**config.mk**
```make
export PLATFORM = sky130hd
export DESIGN_NAME = pagerank_partition_scheduler
export DESIGN_NICKNAME = d
export VERILOG_FILES = /design/src/rtl/pagerank_partition_scheduler.sv
export SDC_FILE = /design/constraint.sdc
export NUM_CORES = 1
export LEC_CHECK = 0
export ABC_AREA = 1
export CORE_ASPECT_RATIO = 1.2
export CORE_MARGIN = 2
export CORE_UTILIZATION = 47
export CTS_BUF_LIST = sky130_fd_sc_hd__clkbuf_2 sky130_fd_sc_hd__clkbuf_4 sky130_fd_sc_hd__clkbuf_8
export DETAILED_ROUTE_END_ITERATION = 8
export GPL_ROUTABILITY_DRIVEN = 0
export GPL_TIMING_DRIVEN = 1
export PLACE_DENSITY = 0.7
export RECOVER_POWER = 50
export SYNTH_ARGS = -nofsm -noshare
export SYNTH_HDL_FRONTEND = slang
export SYNTH_SLANG_ARGS = --single-unit
```
**constraint.sdc**
```tcl
create_clock -name clock -period 2.95 [get_ports clock]
set_input_delay 0.59 -clock clock [delete_from_list [all_inputs] [get_ports clock]]
set_output_delay 0.59 -clock clock [all_outputs]
set_load 0.01 [all_outputs]
```
**src/rtl/pagerank_partition_scheduler.sv**
```systemverilog
// PageRank partition scheduler: per iteration, scatters every partition in turn and then runs
// one gather phase. A watchdog bounds each scatter or gather phase.
module pagerank_partition_scheduler #(
    parameter int NUM_PARTITIONS = 4,
    parameter int TIMEOUT_CYCLES = 4096,
    localparam int PSEL_W = (NUM_PARTITIONS > 1) ? $clog2(NUM_PARTITIONS) : 1,
    localparam int WDOG_W = $clog2(TIMEOUT_CYCLES + 1)
) (
    input  logic              clock,
    input  logic              reset,
    input  logic              start,
    input  logic              abort,
    input  logic [7:0]        num_iterations,
    input  logic              scatter_done,
    input  logic              gather_done,
    output logic              scatter_restart,
    output logic              scatter_enable,
    output logic [PSEL_W-1:0] partition_sel,
    output logic              gather_start,
    output logic [7:0]        iteration_count,
    output logic              busy,
    output logic              done,
    output logic              error
);

    typedef enum logic [2:0] {
        S_IDLE,
        S_LOAD,
        S_SCATTER,
        S_NEXT_PART,
        S_GATHER,
        S_NEXT_ITER,
        S_DONE,
        S_ERROR
    } state_t;

    localparam logic [PSEL_W-1:0] PSEL_LAST = PSEL_W'(NUM_PARTITIONS - 1);
    localparam logic [WDOG_W-1:0] WDOG_LAST = WDOG_W'(TIMEOUT_CYCLES - 1);

    state_t            r_state;
    state_t            w_state_nxt;
    logic [PSEL_W-1:0] r_psel;
    logic [PSEL_W-1:0] w_psel_nxt;
    logic [7:0]        r_iter;
    logic [7:0]        w_iter_nxt;
    logic [7:0]        r_iter_target;
    logic [7:0]        w_iter_target_nxt;
    logic [WDOG_W-1:0] r_wdog;
    logic [WDOG_W-1:0] w_wdog_nxt;
    logic              w_wdog_expired;
    logic [7:0]        w_iter_inc;

    assign w_wdog_expired = (r_wdog == WDOG_LAST);
    assign w_iter_inc     = r_iter + 8'd1;

    always_ff @(posedge clock) begin
        // NOTE: non-blocking assignments so every register updates from its pre-edge value.
        if (reset) begin
            r_state       <= S_IDLE;
            r_psel        <= '0;
            r_iter        <= '0;
            r_iter_target <= '0;
            r_wdog        <= '0;
        end else begin
            r_state       <= w_state_nxt;
            r_psel        <= w_psel_nxt;
            r_iter        <= w_iter_nxt;
            r_iter_target <= w_iter_target_nxt;
            r_wdog        <= w_wdog_nxt;
        end
    end

    always_comb begin
        // NOTE: every target gets a default first, so no path can infer a latch.
        w_state_nxt       = r_state;
        w_psel_nxt        = r_psel;
        w_iter_nxt        = r_iter;
        w_iter_target_nxt = r_iter_target;
        w_wdog_nxt        = r_wdog;

        if (abort) begin
            w_state_nxt = S_IDLE;
        end else begin
            case (r_state)
                S_IDLE, S_DONE, S_ERROR: begin
                    if (start) begin
                        w_iter_target_nxt = num_iterations;
                        w_iter_nxt        = '0;
                        w_psel_nxt        = '0;
                        w_state_nxt       = (num_iterations == 8'd0) ? S_DONE : S_LOAD;
                    end else if (r_state == S_DONE) begin
                        w_state_nxt = S_IDLE;
                    end
                end
                S_LOAD: begin
                    w_wdog_nxt  = '0;
                    w_state_nxt = S_SCATTER;
                end
                // A done input in the expiry cycle still counts as success.
                S_SCATTER: begin
                    if (scatter_done) begin
                        w_state_nxt = S_NEXT_PART;
                    end else if (w_wdog_expired) begin
                        w_state_nxt = S_ERROR;
                    end else begin
                        w_wdog_nxt = r_wdog + WDOG_W'(1);
                    end
                end
                S_NEXT_PART: begin
                    if (r_psel == PSEL_LAST) begin
                        w_wdog_nxt  = '0;
                        w_state_nxt = S_GATHER;
                    end else begin
                        w_psel_nxt  = r_psel + PSEL_W'(1);
                        w_state_nxt = S_LOAD;
                    end
                end
                S_GATHER: begin
                    if (gather_done) begin
                        w_state_nxt = S_NEXT_ITER;
                    end else if (w_wdog_expired) begin
                        w_state_nxt = S_ERROR;
                    end else begin
                        w_wdog_nxt = r_wdog + WDOG_W'(1);
                    end
                end
                S_NEXT_ITER: begin
                    w_iter_nxt  = w_iter_inc;
                    w_psel_nxt  = '0;
                    w_state_nxt = (w_iter_inc == r_iter_target) ? S_DONE : S_LOAD;
                end
                default: w_state_nxt = S_IDLE;
            endcase
        end
    end

    // The watchdog is cleared on GATHER entry, so a zero count marks the first GATHER cycle.
    assign scatter_restart = (r_state == S_LOAD);
    assign scatter_enable  = (r_state == S_SCATTER);
    assign gather_start    = (r_state == S_GATHER) && (r_wdog == '0);
    assign partition_sel   = r_psel;
    assign iteration_count = r_iter;
    assign busy            = (r_state != S_IDLE) && (r_state != S_DONE) && (r_state != S_ERROR);
    assign done            = (r_state == S_DONE);
    assign error           = (r_state == S_ERROR);

endmodule

```
======== Yosys cells after proc, flatten, opt, wreduce, memory -nomap -nowiden ========
Cells that the tools add are included.
storage, ports and cells
  memory bits (writable) .................. 0
  memories ................................ 0
  logic and storage cells ................. 62
  latch bits .............................. 0
  ROM bits ................................ 0
  register bits ........................... 34
  input port bits ......................... 14
operators by class
  equality and inequality tests ........... 18
  reduce and logical (&&, ||, !) cells .... 16
  $mul .................................... 0
  magnitude comparators ................... 0
  divide/modulo/power cells ............... 0
  add/sub/neg operators ................... 3
  bitwise gates (word level) .............. 1
  shifts and indexed selects .............. 0
  muxes and demuxes ....................... 19
operator list
  cell                   number
  $mux 13                4
  $pmux 13 s4            1
  $mux 3                 8
  $pmux 3 s6             1
  $pmux 8 s2             1
  $add 13x1->13 const B  1
  $eq 13x12->1 const B   1
  $logic_not 13->1       1
  $eq 3x3->1 const B     4
  $ne 2x2->1 const B     5
  $ne 3x3->1 const B     3
  $add 8x1->8 const B    1
  $eq 8x8->1             1
  $logic_not 8->1        1
  $mux 8                 1
  $eq 3x2->1 const B     2
  $pmux 2 s3             1
  $reduce_and 3->1       2
  $reduce_bool 3->1      2
  $reduce_and 5->1       1
  $mux 2                 2
  $reduce_and 4->1       1
  $reduce_bool 4->1      1
  $eq 3x1->1 const B     1
  other kinds (8)        10

======== Depth between registers and ports, before layout ========
Gate-level depths: netlist of the first run.
  depth in word-level cells ............... 4
  depth in mapped cells ................... 13

======== Worst setup path after synthesis of the first run ========
Ideal clock, no wire load.
  kind .................................... register to output
  start point ............................. register r_wdog[0]
  end point ............................... output port gather_start
  buffers on the path ..................... 0
  arrival ................................. 1.031 ns
  cell stages (with the launch flop) ...... 5
  path slack .............................. 1.329 ns
  cell sequence ........................... dfxtp_1 > inv_1 > ha_1 > nand3_1 > nor4_1
on the way
  longest elaborated chain between the ends .. 2
ends and longest elaborated chain
  item                    RTL line  text
  start, declared         48        logic [WDOG_W-1:0] r_wdog;
  start signal, assigned  69        r_wdog <= w_wdog_nxt;
  $logic_not 13->1        140       assign gather_start = (r_state == S_GATHER) && (r_wdog == '0);
  $logic_and 1x1->1       140
  end, declared           19        output logic gather_start,
No other way between the ends.

======== Final worst setup path of the first run ========
Ends and elaborated chain as after synthesis.

==> impl_metrics.json, run 1 <==
{
  "cp_slowest_cell": "clkdlybuf4s50_1",
  "synth.top_cell.area_share_pct": 31.48,
  "post_synth_instance_area_um2": 2162,
  "place_ws_ps": 703.3,
  "path_clk_slew_ps": 70,
  "async_reset_ff_share_pct": 0,
  "worst-path-stages": 5,
  "grt_max_degree": 19,
  "syn_avg_cell_area_um2": 6.267,
  "syn-num-nets": 363,
  "dr.pass1.iters": 5,
  "reg2reg_slack_ps": 890,
  "final_net_count": 394,
  "postRouteAntennaNets": 0,
  "dp_cells": 427,
  "cts.path.max_buffers": 2,
  "wirelength_um": 5142,
  "cts_tree": "done",
  "p_int_w": 0.0007440,
  "numCtsBuffers": 5,
  "grt_pass1_vias": 2069,
  "synthCells": 345,
  "yosys_warnings": 0,
  "path_class": "reg2out",
  "yosysTopAreaCell": "dfxtp_1",
  "status": "finished clean",
  "placed_area_um2": 2497,
  "grt_usage_pct": 22.50,
  "fmax_mhz": 420.5,
  "crit_arrival_ps": 1790,
  "worst_ep_required_time_ps": 2360,
  "rsz0062_at_grt": "no",
  "pwr-share-comb_pct": 9.4,
  "setup_viol": 0,
  "yosysUniqueCellTypes": 35,
  "final.period_utilization_pct": 80.62,
  "slowest_delay_ps": 580,
  "min_period_ps": 2378,
  "hold_buffers": 0,
  "cts-resized-gates": 0,
  "hp-class": "reg2reg",
  "slew_viol_final": 0,
  "drt_iter0_markers": 111,
  "p_sw_share_pct": 23.46,
  "diodes": 0,
  "final_cell_mix": "89 x nand2_1, 48 x inv_1, 40 x nor2_1",
  "finalHoldViolCount": 0,
  "htreeDepth": 2,
  "cp_cell_sequence": "inv_1 -> ha_1 -> nand3_1 -> nor4_1 -> clkdlybuf4s50_1",
  "postCtsSetupBuffers": 0,
  "drc": 0,
  "seqPwrFrac_pct": 49.0,
  "leakage_nw": 1.046,
  "numPortBuffers": 29,
  "crit_family": "buffers and inverters",
  "io_pins": 30,
  "endpoint": "gather_start",
  "final_cell_area_um2": 2592,
  "cts_root_buf": "clkbuf_8",
  "reg2reg_from": "r_wdog[0]$_SDFFE_PP0P_",
  "die_area_um2": 5161,
  "wl_per_cell_um": 11.82,
  "vias": 2213,
  "grt_overflow": 0,
  "initial_core_util_pct": 48.12,
  "end_kind": "output pin",
  "r2r_end": "r_wdog[10]$_SDFFE_PP0P_",
  "synth_area_leaders": "dfxtp_1 31%, nand2_1 15%, inv_1 8.3%",
  "setup-tns-final_ps": 0,
  "critPathBufInv": 2,
  "crit_fanout": 4,
  "p_clk_share_pct": 41.6,
  "max_cap_violations": 0,
  "fin_cells": 435,
  "p_per_area_nw_per_um2": 374.9,
  "worst_setup_path_start_kind": "flop",
  "fin_ws_ps": 571.7,
  "rr_worst_depth": 9,
  "clkLatencyLatePin_ps": 290,
  "die_y_um": 78.30,
  "fillers": 453,
  "worst_ir_drop_vdd_uv": 281.3,
  "synth_edf_count": 0,
  "vias_per_cell": 5.087,
  "startpoint": "r_wdog[0]$_SDFFE_PP0P_",
  "cts_sinks": 34,
  "die_w_um": 65.92,
  "rows": 27,
  "seq_area_frac_synth_pct": 31.48,
  "detailed_place_hpwl_um": 3965,
  "tightest_slew_ps": 684.7,
  "area_delta_synth_final_pct": 19.91,
  "seqCellArea_um2": 680.7,
  "synth_seq_cells": 34,
  "drive_gt1_share_pct": 6.631,
  "antenna_found_initial": 0,
  "grt_pass1_wl_um": 8997,
  "core_um2": 4493,
  "multi_input_area_um2": 1230,
  "switchingPower_w": 0.0002280,
  "fin_skew_ps": 3.594,
  "relSlewSlack_pct": 54.00,
  "mostFrequentLayoutCell": "nand2_1",
  "synth-main-ff-cell": "dfxtp_1"
}
-- cells by family (layout without fill, tap and decap cells) --
logic type	Yosys count	in the layout	share of synthesized area, %
AOI/OAI and AO/OA	52	52	13.14
xor gates and xnor gates	7	7	2.836
adders and majority gates	4	4	2.315
buffers and inverters	59	91	10.94
DFF	34	34	31.48
and+or+nand+nor	189	189	39.29
-- cells in the mapped netlist, types with 2 or more instances --
cell and number:
dfxtp_1 34, nand2_1 87, nor2_1 40, inv_2 4
inv_1 48, xor2_1 6, a21oi_1 31, nand4_1 6
a21oi_2 2, nand3_2 4, nor4_1 2, nor3_1 11
o21ai_0 13, clkbuf_1 2, nand3_1 30, nand2_2 3
ha_1 4
-- how the worst min path moves through the flow --
stage / start / endpoint / depth (start not counted)
after global placement: r_wdog[12]$_SDFFE_PP0P_ / r_wdog[12]$_SDFFE_PP0P_ / 2
after detailed placement: r_wdog[12]$_SDFFE_PP0P_ / r_wdog[12]$_SDFFE_PP0P_ / 2
after floorplan: r_wdog[11]$_SDFFE_PP0P_ / r_wdog[11]$_SDFFE_PP0P_ / 2
final: r_wdog[12]$_SDFFE_PP0P_ / r_wdog[12]$_SDFFE_PP0P_ / 2
after CTS: r_wdog[12]$_SDFFE_PP0P_ / r_wdog[12]$_SDFFE_PP0P_ / 2
after global routing: r_wdog[11]$_SDFFE_PP0P_ / r_wdog[11]$_SDFFE_PP0P_ / 2
-- stage by stage --
stage	util (%)	hold slack [ps]	total power, W
2_1_floorplan	-	443.6	0.0005428
3_3_place_gp	55.58	453.1	0.0005797
3_5_place_dp	55.58	458.8	0.0005806
4_1_cts	58.03	469.5	0.0009891
5_1_grt	57.70	490.7	0.001014
6_report	57.70	471.7	0.0009720
-- layout make-up --
type | instances | area share, %
clock buffer | 8 | 4.247
inverter | 53 | 7.770
multi-input combinational | 252 | 47.44
sequential | 34 | 26.25
tap | 58 | 2.799
timing repair buffer | 30 | 11.49
-- routing by layer --
metal	vias to the layer above	track usage, %	wire length, um
li1	1176	-	-
met3	10	5.014	191
met2	54	38.89	2503
met4	0	7.917	120
met5	-	0	0
met1	973	26.92	2327
-- flip-flops by register name, summed over array words and instances, names as in the netlist --
register,count
partition_sel,2
r_state,3
r_wdog,13
r_iter_target,8
iteration_count,8
-- tightest hold or removal path: cells and delay by family, from the launching register on --
kind            cells  cell delay [ps]
compound gates      1               50
flops               1              310
simple gates        1               60
-- power by group through the flow --
| stage | combinational, W | sequential, W | clock [W] |
|---|---|---|---|
| 5_1_grt | 0.000106 | 0.000477 | 0.000431 |
| 6_report | 0.0000917 | 0.000476 | 0.000404 |
| 4_1_cts | 0.0000944 | 0.000476 | 0.000419 |
| 2_1_floorplan | 0.0000575 | 0.000485 | 0 |
| 3_3_place_gp | 0.0000932 | 0.000487 | 0 |
| 3_5_place_dp | 0.0000939 | 0.000487 | 0 |
Power figures use the tool's default switching activity.
==> inputs of run 2 (changes only) <==
==> constraint.sdc (replaced) <==
create_clock -name clock -period 2.25 [get_ports clock]
set_input_delay 0.45 -clock clock [delete_from_list [all_inputs] [get_ports clock]]
set_output_delay 0.45 -clock clock [all_outputs]
set_load 0.01 [all_outputs]
==> run 2 against run 1 <==
Net effect:
- non-clock buffer count rose by 2
- routed wire length rose by 0.66%
- power rose by 26%
- largest cell class unchanged
- setup slack got worse by 430 ps
- highest routed layer unchanged
- clock power rose by 19%
- clock skew rose by 3.8 ps
- global-route usage fell by 0.74 points
- via count rose by 0.95%
- register-to-register slack got worse by 750 ps
- hold slack got worse by 1.8 ps
- core utilization rose by 0.17 points
- combinational power rose by 33%
==> impl_metrics.json, run 2 (synthesis gave the netlist of run 1 again) <==
{
  "status": "finished clean",
  "grt_overflow": 0,
  "detailed_place_hpwl_um": 3991,
  "core_um2": 4493,
  "max_cap_violations": 0,
  "cts-resized-gates": 0,
  "largest_register_ffs": 13,
  "worst_ir_drop_vdd_uv": 331.6,
  "crit_fanout": 8,
  "fillers": 433,
  "cts_tree": "done",
  "vias_per_cell": 5.112,
  "place_ws_ps": 264.6,
  "wl_per_cell_um": 11.84,
  "hold_buffers": 0,
  "htreeDepth": 2,
  "fin_ws_ps": 140.7,
  "die_y_um": 78.30,
  "p_int_w": 0.0009264,
  "drive_gt1_share_pct": 7.124,
  "leakage_nw": 1.073,
  "fin_cells": 437,
  "mostFrequentLayoutCell": "nand2_1",
  "drt_iter0_markers": 148,
  "tightest_slew_ps": 510.2,
  "slew_viol_final": 0,
  "grt_usage_pct": 21.75,
  "min_to": "r_wdog[11]$_SDFFE_PP0P_",
  "vias": 2234,
  "reg2reg_slack_ps": 140,
  "drc": 0,
  "numCtsBuffers": 5,
  "io_pins": 30,
  "cts_root_buf": "clkbuf_8",
  "r2r_end": "iteration_count[0]$_SDFFE_PP0P_",
  "path_clk_slew_ps": 70,
  "setup-tns-final_ps": 0,
  "rsz0062_at_grt": "no",
  "initial_core_util_pct": 48.12,
  "p_sw_share_pct": 24.38,
  "cts.path.max_buffers": 2,
  "finalHoldViolCount": 0,
  "worst_setup_path_start_kind": "flop",
  "fmax_mhz": 474.1,
  "setup_viol": 0,
  "reg2reg_from": "r_state[2]$_SDFFE_PP0P_",
  "pwr-share-comb_pct": 10.0,
  "clkLatencyLatePin_ps": 290,
  "cts_sinks": 34,
  "antenna_found_initial": 0,
  "fin_util_pct": 57.87,
  "fin_skew_ps": 7.402,
  "min_period_ps": 2109,
  "path_class": "reg2reg",
  "diodes": 0,
  "numPortBuffers": 29,
  "top_register": "r_wdog",
  "area_delta_synth_final_pct": 20.25,
  "rows": 27,
  "wirelength_um": 5176,
  "dr.pass1.iters": 4,
  "hp-class": "reg2reg",
  "postCtsSetupBuffers": 0,
  "grt_max_degree": 18,
  "final_cell_mix": "88 x nand2_1, 48 x inv_1, 40 x nor2_1",
  "end_kind": "flop",
  "relSlewSlack_pct": 65.68,
  "worstHoldStart": "r_wdog[11]$_SDFFE_PP0P_",
  "seqPwrFrac_pct": 50.9,
  "grt_pass1_wl_um": 8728,
  "final.period_utilization_pct": 93.75,
  "die_area_um2": 5161,
  "switchingPower_w": 0.0002987,
  "p_clk_share_pct": 39.1,
  "worst_ep_required_time_ps": 2420,
  "grt_pass1_vias": 2054,
  "dp_cells": 429,
  "crit_arrival_ps": 2280,
  "min_path_cells": 2,
  "final_net_count": 396,
  "postRouteAntennaNets": 0,
  "rr_worst_depth": 7,
  "die_w_um": 65.92,
  "p_per_area_nw_per_um2": 471.2
}
[run 2: through the flow]
stage,area [um^2],hold WS [ps],power [W]
2_1_floorplan,2162,443.6,0.0007116
3_3_place_gp,2512,454.4,0.0007615
3_5_place_dp,2512,457.3,0.0007627
4_1_cts,2608,467.5,0.001237
5_1_grt,2600,486.1,0.001281
6_report,2600,469.9,0.001225
[run 2: cell type report]
type                       instances  area, um^2  area share (%)
clock buffer                       7       90.09           3.465
multi-input combinational        252        1239           47.64
inverter                          53       201.4           7.748
timing repair buffer              32       311.5           11.98
tap                               58       72.57           2.791
clock inverter                     1       5.005          0.1925
sequential                        34       680.7           26.18
[run 2: worst max-delay path by stage]
stage | from | endpoint | slack [ps]
2_1_floorplan | r_wdog[0]$_SDFFE_PP0P_ | r_wdog[3]$_SDFFE_PP0P_ | 690
3_3_place_gp | gather_done | r_wdog[10]$_SDFFE_PP0P_ | 300
3_5_place_dp | gather_done | r_wdog[10]$_SDFFE_PP0P_ | 260
4_1_cts | r_state[1]$_SDFFE_PP0P_ | gather_start | 2
5_1_grt | r_state[2]$_SDFFE_PP0P_ | iteration_count[0]$_SDFFE_PP0P_ | 20
6_report | r_state[2]$_SDFFE_PP0P_ | iteration_count[0]$_SDFFE_PP0P_ | 140
[run 2: critical path: stages (launching register included)]
cell and delay [ps]:
dfxtp_1 460, inv_2 110, nand3_2 120, nand2_1 240, a21oi_1 450, nand2_1 310
o21ai_0 240, a21oi_1 50
[run 2: metal layers]
metal / track usage, % / routed length, um
met1: 24.42 / 2258
met3: 4.155 / 205
met2: 39.60 / 2616
met4: 8.333 / 96
met5: 0 / 0
[run 2: power groups by stage]
stage	clock, W	sequential [W]	combinational, W
floorplan	0	0.000636	0.0000754
global placement	0	0.000638	0.000124
detailed placement	0	0.000638	0.000125
CTS	0.000487	0.000624	0.000125
global route	0.000517	0.000625	0.000138
finish	0.000479	0.000624	0.000122
==> inputs of run 3 (changes only) <==
--- a/config.mk
+++ b/config.mk
@@ -6,14 +6,14 @@
 export NUM_CORES = 1
 export LEC_CHECK = 0
 export ABC_AREA = 1
+export CAP_MARGIN = 15
 export CORE_ASPECT_RATIO = 1.2
 export CORE_MARGIN = 2
-export CORE_UTILIZATION = 47
+export CORE_UTILIZATION = 23
 export CTS_BUF_LIST = sky130_fd_sc_hd__clkbuf_2 sky130_fd_sc_hd__clkbuf_4 sky130_fd_sc_hd__clkbuf_8
 export DETAILED_ROUTE_END_ITERATION = 8
 export GPL_ROUTABILITY_DRIVEN = 0
 export GPL_TIMING_DRIVEN = 1
-export PLACE_DENSITY = 0.7
 export RECOVER_POWER = 50
 export SYNTH_ARGS = -nofsm -noshare
 export SYNTH_HDL_FRONTEND = slang
==> run 3 against run 2 <==
Net effect:
- count of clock-buffer cells in the layout down 2
- global-route usage down 9.4 points
- hold slack better by 4.3 ps
- critical path depth down 4
==> impl_metrics.json, run 3 (synthesis gave the netlist of run 1 again) <==
{
  "rsz0062_at_grt": "no",
  "die_area_um2": 10200,
  "detailed_place_hpwl_um": 4557,
  "grt_pass1_vias": 2175,
  "grt_max_degree": 18,
  "clkLatencyLatePin_ps": 300,
  "mostFrequentLayoutCell": "nand2_1",
  "end_kind": "output pin",
  "largest_register_ffs": 13,
  "fmax_mhz": 462.3,
  "die_w_um": 92.51,
  "cts_sinks": 34,
  "initial_core_util_pct": 23.81,
  "htreeDepth": 2,
  "worst_ir_drop_vdd_uv": 209.2,
  "worst_setup_path_start_kind": "flop",
  "hold_buffers": 0,
  "vias": 2255,
  "finalHoldViolCount": 0,
  "top_register": "r_wdog",
  "seqCellArea_um2": 680.7,
  "io_pins": 30,
  "rr_worst_depth": 9,
  "die_y_um": 110.2,
  "cts_root_buf": "clkbuf_8",
  "antenna_found_initial": 0,
  "path_class": "reg2out",
  "path_clk_slew_ps": 70,
  "drc": 0,
  "drt_iter0_markers": 89,
  "startpoint": "r_state[1]$_SDFFE_PP0P_",
  "min_period_ps": 2163,
  "worst_ep_required_time_ps": 1800,
  "dr.pass1.iters": 5,
  "reg2reg_slack_ps": 240,
  "p_total_w": 0.001440,
  "diodes": 0,
  "core_um2": 9081,
  "hp-class": "reg2reg",
  "crit_fanout": 7,
  "numPortBuffers": 29,
  "crit_arrival_ps": 1710,
  "final.period_utilization_pct": 96.15,
  "min_to": "r_wdog[11]$_SDFFE_PP0P_",
  "fin_util_pct": 29.94,
  "setup-tns-final_ps": 0,
  "fin_skew_ps": 13.53,
  "reg2reg_from": "r_state[2]$_SDFFE_PP0P_",
  "leakage_nw": 1.079,
  "wirelength_um": 5842,
  "rows": 38,
  "drive_gt1_share_pct": 7.407,
  "r2r_end": "r_wdog[2]$_SDFFE_PP0P_",
  "setup_viol": 0,
  "fillers": 999,
  "min_path_cells": 2,
  "numCtsBuffers": 5,
  "relSlewSlack_pct": 53.92,
  "cts_tree": "done",
  "vias_per_cell": 4.528,
  "grt_overflow": 0,
  "slew_viol_final": 0,
  "tightest_slew_ps": 686.0,
  "max_cap_violations": 0,
  "final_net_count": 395,
  "final_cell_mix": "88 x nand2_1, 48 x inv_1, 40 x nor2_1",
  "grt_pass1_wl_um": 10050,
  "multi_input_area_um2": 1249,
  "status": "finished clean",
  "cts.path.max_buffers": 2,
  "wl_per_cell_um": 11.73,
  "grt_usage_pct": 12.34,
  "p_per_area_nw_per_um2": 529.8,
  "postRouteAntennaNets": 0,
  "worstHoldStart": "r_wdog[11]$_SDFFE_PP0P_",
  "area_delta_synth_final_pct": 25.75
}
## run 3: how the worst max path moves through the flow
stage / to / slack (ps)
2_1_floorplan: r_wdog[3]$_SDFFE_PP0P_ / 690
3_3_place_gp: gather_start / 260
3_5_place_dp: r_wdog[10]$_SDFFE_PP0P_ / 240
4_1_cts: scatter_restart / 40
5_1_grt: error / 20
6_report: error / 90
## run 3: repair_timing
item                                    in CTS  in global routing
setup buffers                                0                  0
endpoints found under the setup margin       1                  1
gates resized for setup                      1                  2
## run 3: layout make-up
cell class                      instances  area share (%)
Inverter                               53           7.409
Clock buffer                            5           2.531
Sequential cell                        34           25.03
Tap cell                              120           5.522
Multi-Input combinational cell        252           45.93
Timing Repair Buffer                   31           11.04
Clock inverter                          3           2.531
## run 3: metal layers
layer,part of all wire [%],up-vias,global-route usage [%]
li1,-,1177,-
met1,46,1027,15.08
met2,49,42,21.95
met3,3.7,9,2.515
met4,1.7,0,3.625
met5,0,-,0
## run 3: worst max-delay path: stages (launching register included)
cell             delay (ps)
dfxtp_1                 480
nand2_1                 110
nor2_1                  240
clkdlybuf4s50_1         590
## run 3: metrics by stage
step                      instances  hold WS, ps  setup WS, ps  cell area (um^2)
after floorplan                 345        443.6         691.0              2162
after global placement          490        456.8         262.1              2582
after detailed placement        490        469.7         243.0              2582
after CTS                       498        480.7         39.53              2719
after global routing            498        491.0         24.95              2719
final                           498        474.2         86.73              2719
## run 3: report_power, final
group | leakage, nW | internal, W | switching (W)
Sequential | 0.276 | 0.000614 | 0.0000119
Combinational | 0.735 | 0.0000531 | 0.0000709
Clock | 0.0683 | 0.000444 | 0.000246
